==> config.mk <==
export PLATFORM = sky130hd
export DESIGN_NAME = branch_resolve_unit
export DESIGN_NICKNAME = d
export VERILOG_FILES = /design/src/rtl/branch_resolve_unit.sv
export SDC_FILE = /design/constraint.sdc
export NUM_CORES = 1
export LEC_CHECK = 0
export CAP_MARGIN = 20
export CORE_MARGIN = 2
export CORE_UTILIZATION = 47
export DETAILED_ROUTE_END_ITERATION = 8
export PLACE_DENSITY = 0.82
export SETUP_SLACK_MARGIN = 0.02
export SYNTH_ARGS = -nofsm -noshare
export SYNTH_HDL_FRONTEND = slang
export SYNTH_SLANG_ARGS = --single-unit
export TNS_END_PERCENT = 100
==> constraint.sdc <==
create_clock -name clk -period 2.4 [get_ports clk]
set_clock_uncertainty 0.1 [all_clocks]
set_input_delay 0.48 -clock clk [delete_from_list [all_inputs] [get_ports clk]]
set_output_delay 0.48 -clock clk [all_outputs]
set_load 0.05 [all_outputs]
==> src/rtl/branch_resolve_unit.sv <==
// branch_resolve_unit
//   Resolves B-type / JAL outcomes forwarded from the branch hazard stage,
//   computes the target (pc + imm, wrapping), and on an aligned taken branch
//   issues a redirect to fetch followed by a flush window. Prediction is
//   static not-taken, so every taken branch counts as a mispredict.
// Ports
//   clk, reset           clock (rising edge), async active-low reset
//   br_valid             opcode/funct3/flags/pc/imm valid this cycle
//   opcode, funct3       instruction fields
//   V, C, N, Z, L        compare flags (L = unsigned less-than)
//   pc, imm              branch PC and sign-extended offset
//   redirect_ready       fetch accepts redirect
//   redirect_valid/pc    redirect request and target
//   flush                kill younger instructions in IF/ID
//   busy                 unit cannot accept br_valid
//   resolved/taken       1-cycle evaluation pulse and its outcome
//   misalign             1-cycle pulse: taken target not word aligned
//   cnt_branches/taken   saturating statistics
module branch_resolve_unit #(
  parameter int XLEN         = 32,
  parameter int FLUSH_CYCLES = 2,
  parameter int CNT_W        = 16
) (
  input  logic             clk,
  input  logic             reset,
  input  logic             br_valid,
  input  logic [6:0]       opcode,
  input  logic [2:0]       funct3,
  input  logic             V,
  input  logic             C,
  input  logic             N,
  input  logic             Z,
  input  logic             L,
  input  logic [XLEN-1:0]  pc,
  input  logic [XLEN-1:0]  imm,
  input  logic             redirect_ready,
  output logic             redirect_valid,
  output logic [XLEN-1:0]  redirect_pc,
  output logic             flush,
  output logic             busy,
  output logic             resolved,
  output logic             taken,
  output logic             misalign,
  output logic [CNT_W-1:0] cnt_branches,
  output logic [CNT_W-1:0] cnt_taken
);

  localparam logic [6:0] OP_BRANCH = 7'b1100011;
  localparam logic [6:0] OP_JAL    = 7'b1101111;
  localparam int         FCW       = (FLUSH_CYCLES > 1) ? $clog2(FLUSH_CYCLES) : 1;

  typedef enum logic [1:0] {IDLE, REDIRECT, FLUSH} state_t;

  typedef struct packed {
    logic            hit;   // valid branch/JAL presented
    logic            take;
    logic            mis;   // taken target not word aligned
    logic [XLEN-1:0] tgt;
  } dec_t;

  state_t   state;
  logic [FCW-1:0] fcnt;
  dec_t     dec;
  logic     cond;

  // Carry flag is forwarded but no RV32 branch condition needs it.
  logic unused_c;
  assign unused_c = C;

  always_comb begin
    cond = 1'b0;
    unique case (funct3)
      3'b000:  cond = Z;
      3'b001:  cond = ~Z;
      3'b100:  cond = N ^ V;
      3'b101:  cond = ~(N ^ V);
      3'b110:  cond = L;
      3'b111:  cond = ~L;
      default: cond = 1'b0;   // 010/011 are not branch conditions
    endcase
    dec      = '0;
    dec.tgt  = pc + imm;      // wraps modulo 2^XLEN
    dec.hit  = br_valid & ((opcode == OP_BRANCH) | (opcode == OP_JAL));
    dec.take = (opcode == OP_JAL) ? 1'b1 : cond;
    dec.mis  = dec.take & (dec.tgt[1:0] != 2'b00);
  end

  always_ff @(posedge clk or negedge reset) begin
    if (!reset) begin
      state          <= IDLE;
      fcnt           <= '0;
      redirect_valid <= 1'b0;
      redirect_pc    <= '0;
      flush          <= 1'b0;
      busy           <= 1'b0;
      resolved       <= 1'b0;
      taken          <= 1'b0;
      misalign       <= 1'b0;
      cnt_branches   <= '0;
      cnt_taken      <= '0;
    end else begin
      resolved <= 1'b0;
      taken    <= 1'b0;
      misalign <= 1'b0;
      unique case (state)
        IDLE: begin
          if (dec.hit) begin
            resolved <= 1'b1;
            taken    <= dec.take;
            if (cnt_branches != '1) cnt_branches <= cnt_branches + 1'b1;
            if (dec.take && cnt_taken != '1) cnt_taken <= cnt_taken + 1'b1;
            if (dec.take) begin
              if (dec.mis) begin
                misalign <= 1'b1;   // report only, fetch is not redirected
              end else begin
                state          <= REDIRECT;
                redirect_valid <= 1'b1;
                redirect_pc    <= dec.tgt;
                flush          <= 1'b1;
                busy           <= 1'b1;
              end
            end
          end
        end
        REDIRECT: begin
          if (redirect_ready) begin
            state          <= FLUSH;
            redirect_valid <= 1'b0;
            fcnt           <= FCW'(FLUSH_CYCLES - 1);
          end
        end
        FLUSH: begin
          if (fcnt == '0) begin
            state <= IDLE;
            flush <= 1'b0;
            busy  <= 1'b0;
          end else begin
            fcnt <= fcnt - 1'b1;
          end
        end
        default: begin
          state          <= IDLE;
          redirect_valid <= 1'b0;
          flush          <= 1'b0;
          busy           <= 1'b0;
        end
      endcase
    end
  end

endmodule

-- Word-level counts from Yosys, hierarchy flattened
Index checks and enable logic that the tools add are counted.
- add/sub/neg operators: 4
- multiplexer cells: 26
- equality and inequality tests: 16
- bitwise logic cells: 10
- reduce and logical (&&, ||, !) cells: 12
- operators by type and width (cell ; count):
    $add A16 B1 Y16 const B ; 2
    $add A32 B32 Y32 ; 1
    $ne A16 B16 Y1 const B ; 2
    $mux W1 ; 16
    $reduce_and A5 Y1 ; 3
    $eq A7 B7 Y1 const B ; 2
    $eq A3 B3 Y1 const B ; 4
    $mux W2 ; 5
    $ne A2 B2 Y1 const B ; 5
    $not A1 Y1 ; 6
    $pmux W1 S3 ; 2
    $pmux W1 S6 ; 1
    $pmux W2 S3 ; 1
    $reduce_and A3 Y1 ; 2
    $reduce_and A4 Y1 ; 1
    $reduce_bool A2 Y1 ; 2
    $eq A3 B1 Y1 const B ; 1
    $logic_not A3 Y1 ; 1
    $and A1 B1 Y1 ; 2
    $eq A2 B1 Y1 const B ; 1
    $eq A2 B2 Y1 const B ; 1
    $logic_not A2 Y1 ; 1
    $pmux W1 S2 ; 1
    $reduce_and A2 Y1 ; 1
    4 further kinds ; 4
- output and inout port bits: 70
- input port bits: 83
- flip-flop bits (word level): 72
- word-level logic and storage cells: 78

-- Longest topological paths before layout
- word-level depth: 9
- mapped depth: 9
- depth with buffers taken out: 9

-- Worst setup path before layout
No wires, ideal clock.
- path kind: input port to flip-flop
- start: in pc[0]
- end: reg redirect_pc[28]
- buffers on the path: 0
- slack: -0.246 ns
- required time: 2.159 ns
- stages: 9
- library setup time: 0.141 ns
- arrival time: 2.405 ns
- path through: ha_1 -> fa_1 -> a21oi_1 -> o22ai_1 -> a221oi_2 -> nor3_1 -> a2bb2oi_2 -> a2111oi_2 -> a311oi_2
- cells in the longest elaborated chain, start to end: 5
- RTL lines (element ; RTL line ; source):
    start: declaration ; 34 ; input logic [XLEN-1:0] pc,
    $add A32 B32 Y32 (*) ; 82 ; dec.tgt = pc + imm;
    $reduce_bool A2 Y1 ; 85 ; dec.mis = dec.take & (dec.tgt[1:0] != 2'b00);
    $and A1 B1 Y1 ; 85 ;
    $not A1 Y1 (no line) ; n/a ;
    $reduce_and A4 Y1 (no line) ; n/a ;
    end signal: assignment ; 118 ; redirect_pc <= dec.tgt;
    end: declaration ; 38 ; output logic [XLEN-1:0] redirect_pc,
Every way passes the cells marked *; elsewhere a longest branch is shown, timed or not.
A chain may end at the register's enable or synchronous reset.

-- Worst setup path after layout
- start: in pc[21]
- end: reg redirect_pc[28]
- cells in the longest elaborated chain, start to end: 1
- RTL lines (element ; RTL line):
    $add A32 B32 Y32 ; 82
Every way passes these cells.

==> impl_metrics.json <==
{
  "drv_slew": 0,
  "rr_endpoint": "cnt_taken[4]",
  "clk_transition_reported_paths_ns": 0.07,
  "layout-drive-gt1-share": 0.298,
  "die_h_um": 104,
  "drtIter0Drc": 359,
  "vdd_ir_drop_max_uv": 329,
  "multiInputGateArea_mm2": 0.00332,
  "fp.coreArea_mm2": 0.00973,
  "synth.avg_cell_area_um2": 9.04,
  "cts_tree": "done",
  "clock_latency_ns": 0.35,
  "critPathLaunchType": "primary input",
  "drt-total-wl_um": 17200,
  "clockRootBuffer": "clkbuf_8",
  "seq_area_frac_synth": 0.385,
  "outcome": "complete, but fails checks",
  "routabilityCongestion": 0.900,
  "area_delta_synth_final_pct": 71.0,
  "crit_path_start": "pc[21]",
  "finalCritPeriodShare": 1.05,
  "reg2reg_from": "cnt_taken[0]",
  "ff2ff_path_depth": 8,
  "max-cap-violations": 0,
  "antenna_found_initial": 0,
  "gr-usage-all-layers": 0.289,
  "vias": 5319,
  "numCtsBuffers": 9,
  "met3_usage": 0.0472,
  "synthCells": 518,
  "violations": "setup timing",
  "grt_setup_unrepaired": "yes",
  "critPathCaptureType": "register",
  "period_needed_ns": 2.51,
  "p_switching_w": 0.00124,
  "seq_area_mm2": 0.00180,
  "fill_cells": 570,
  "min_path_type": "in2async",
  "clock-sinks": 72,
  "hold_violations": 0,
  "drt-pass1-iter-count": 4,
  "cellLeakagePower_nw": 3.55,
  "dp_hpwl_um": 11500,
  "syn-num-nets": 635,
  "synth_seq_cells": 72,
  "ys.flop_type": "dfrtp_1",
  "setup_viol": 4,
  "setup_slack_ns": -0.114,
  "synth_area_mm2": 0.00468,
  "finalNetCount": 909,
  "crit_type": "in2reg",
  "via_per_inst": 5.73,
  "seqPwrFrac": 0.356,
  "synth_area_leaders": "dfrtp_1 (38%), ha_1 (8.8%), xnor2_1 (6.9%)",
  "setup.worst_path.end": "redirect_pc[28]",
  "grt_use_met2": 0.526,
  "internal_power_w": 0.00244,
  "ys_warn_count": 0,
  "overflow": 0,
  "insertedDiodeCount": 0,
  "synthArstFlopShare": 1.00,
  "grt_pass1_wl_um": 25200,
  "rows": 36,
  "slew_headroom": 0.496,
  "drtAntennaViolNets": 0,
  "fmax_mhz": 398,
  "worst_pin_slew_ns": 0.756,
  "fin_total_pwr_w": 0.00367,
  "critPathArrivalTime_ns": 2.63,
  "grt_max_degree": 43,
  "wl_per_cell_um": 18.6,
  "switching_share": 0.337,
  "grt_busiest_layer": "met2",
  "cts.path.max_buffers": 2,
  "io_pins": 153,
  "fp.dieW_um": 104,
  "ys_types": 55,
  "cellPowerDensity_mw_per_mm2": 459,
  "port-buffer-count": 151,
  "yosysTopAreaCellShare": 0.385,
  "htree_num_levels": 3,
  "cp_max_fo": 3,
  "grt_pass1_vias": 5243,
  "pwr-share-comb": 0.390,
  "r2r_setup_slack_ns": 0.19,
  "hold_ws_ns": 0.0964,
  "drc_errors": 0,
  "synth_edf_count": 0,
  "pwr-share-clk": 0.255,
  "globalRouteMet1Util": 0.341,
  "worstPathRequired_ns": 2.52,
  "initial_core_util": 0.481,
  "die_area_mm2": 0.0108,
  "yosysTopAreaCell": "dfrtp_1"
}
per-stage QoR:
stage,utilization,cells,setup slack [ns],setup TNS [ns],instance area [um2]
floorplan,-,518,-0.0707,-0.0780,4720
detailed placement,0.743,902,-0.707,-26.00,7220
CTS,0.789,922,0.0232,0,7680
finish,0.823,929,-0.114,-0.196,8010
global route,0.823,929,-0.165,-0.449,8010
global placement,0.743,902,-0.666,-21.68,7220
layer usage:
metal / share of wire / vias to the layer above / wire length (um)
met5: 0 / - / 0
met4: 0.032 / 0 / 553
met3: 0.070 / 50 / 1210
met2: 0.52 / 296 / 9000
met1: 0.38 / 2560 / 6490
li1: - / 2413 / -
kinds of logic after synthesis:
logic type / synth area share
AND/OR/NAND/NOR: 0.184
AO/OA/AOI/OAI: 0.194
flip-flops: 0.385
XOR/XNOR: 0.108
adder cells (fa/ha/maj): 0.0925
buffers and inverters: 0.0246
multiplexers: 0.0118
power by group through the flow:
stage / sequential, W / combinational [W] / clock (W)
floorplan: 0.00148 / 0.000452 / 0
global placement: 0.00132 / 0.00117 / 0
detailed placement: 0.00133 / 0.00120 / 0
CTS: 0.00130 / 0.00128 / 0.000944
global route: 0.00131 / 0.00151 / 0.000992
finish: 0.00131 / 0.00143 / 0.000935
cell usage after synthesis, drive strengths merged (2+ instances only):
| master | n |
|---|---|
| and4 | 2 |
| a211oi | 6 |
| a21o | 5 |
| buf | 4 |
| a2bb2oi | 2 |
| xnor2 | 37 |
| nand3 | 25 |
| nand2b | 5 |
| a221o | 2 |
| a311oi | 2 |
| or2 | 4 |
| o21bai | 6 |
| ha | 33 |
| nor2 | 38 |
| nor3 | 10 |
| dfrtp | 72 |
| clkbuf | 12 |
| xor2 | 18 |
| a31oi | 6 |
| o21ai | 44 |
| inv | 12 |
| and2 | 8 |
| a2111oi | 2 |
| nand2 | 58 |
| nand4 | 11 |
| a21oi | 52 |
| nand3b | 3 |
| and3 | 12 |
| a21boi | 3 |
| a41oi | 4 |
| o211ai | 4 |
| mux2 | 2 |
| a211o | 2 |
layout by cell type (no fill, tap or decap), drive strengths merged, types with 3 or more instances in the layout:
master / synthesis / final
dlymetal6s2s: 0 / 4
dfrtp: 72 / 72
o21ai: 44 / 44
nor3: 10 / 10
clkbuf: 12 / 14
inv: 12 / 12
buf: 4 / 131
nor2: 38 / 38
a21boi: 3 / 3
a41oi: 4 / 4
a21oi: 52 / 52
clkinv: 0 / 3
and2: 8 / 8
xor2: 18 / 18
a211oi: 6 / 6
nand2: 58 / 58
o211ai: 4 / 4
clkdlybuf4s50: 0 / 121
o21bai: 6 / 6
a31oi: 6 / 6
or2: 4 / 4
nand3b: 3 / 3
dlygate4sd2: 0 / 19
and3: 12 / 12
xnor2: 37 / 37
a21o: 5 / 5
nand4: 11 / 11
ha: 33 / 33
nand2b: 5 / 5
nand3: 25 / 25
critical path, cell delays in order:
cell,delay (ns)
clkdlybuf4s50_1,0.40
ha_1,0.33
a21oi_2,0.18
nor2_1,0.08
a211oi_2,0.29
nand3_1,0.18
a2bb2oi_2,0.18
buf_4,0.14
a2111oi_4,0.31
a311oi_2,0.07
registers in the layout, summed over array words and instances, names as in the netlist:
register        count
redirect_pc        32
cnt_branches       16
cnt_taken          16
state               2
busy                1
fcnt                1
misalign            1
redirect_valid      1
resolved            1
taken               1
worst min path at each step:
stage	startpoint	to	slack [ns]	cells after the start
5_1_grt	reset	redirect_pc[6]	0.13	1
3_3_place_gp	redirect_pc[8]	redirect_pc[8]	0.35	2
2_1_floorplan	reset	busy	0.08	0
4_1_cts	reset	redirect_pc[5]	0.09	1
3_5_place_dp	redirect_pc[6]	redirect_pc[6]	0.37	1
6_report	reset	redirect_pc[5]	0.1	1
final cells by class:
type | instances | share of cell area
Timing Repair Buffer | 279 | 0.310
Tap cell | 133 | 0.0208
Sequential cell | 72 | 0.225
Inverter | 12 | 0.00563
Multi-Input combinational cell | 418 | 0.415
Clock buffer | 11 | 0.0177
Clock inverter | 4 | 0.00563
timing repair:
item | CTS | global route
cloned | 0 | 0
buffers inserted | 6 | 7
resized for setup | 76 | 69
pin swaps | 31 | 47
hold buffers | 0 | 0
setup endpoints to repair | 45 | 37
Power figures use the tool's default switching activity.
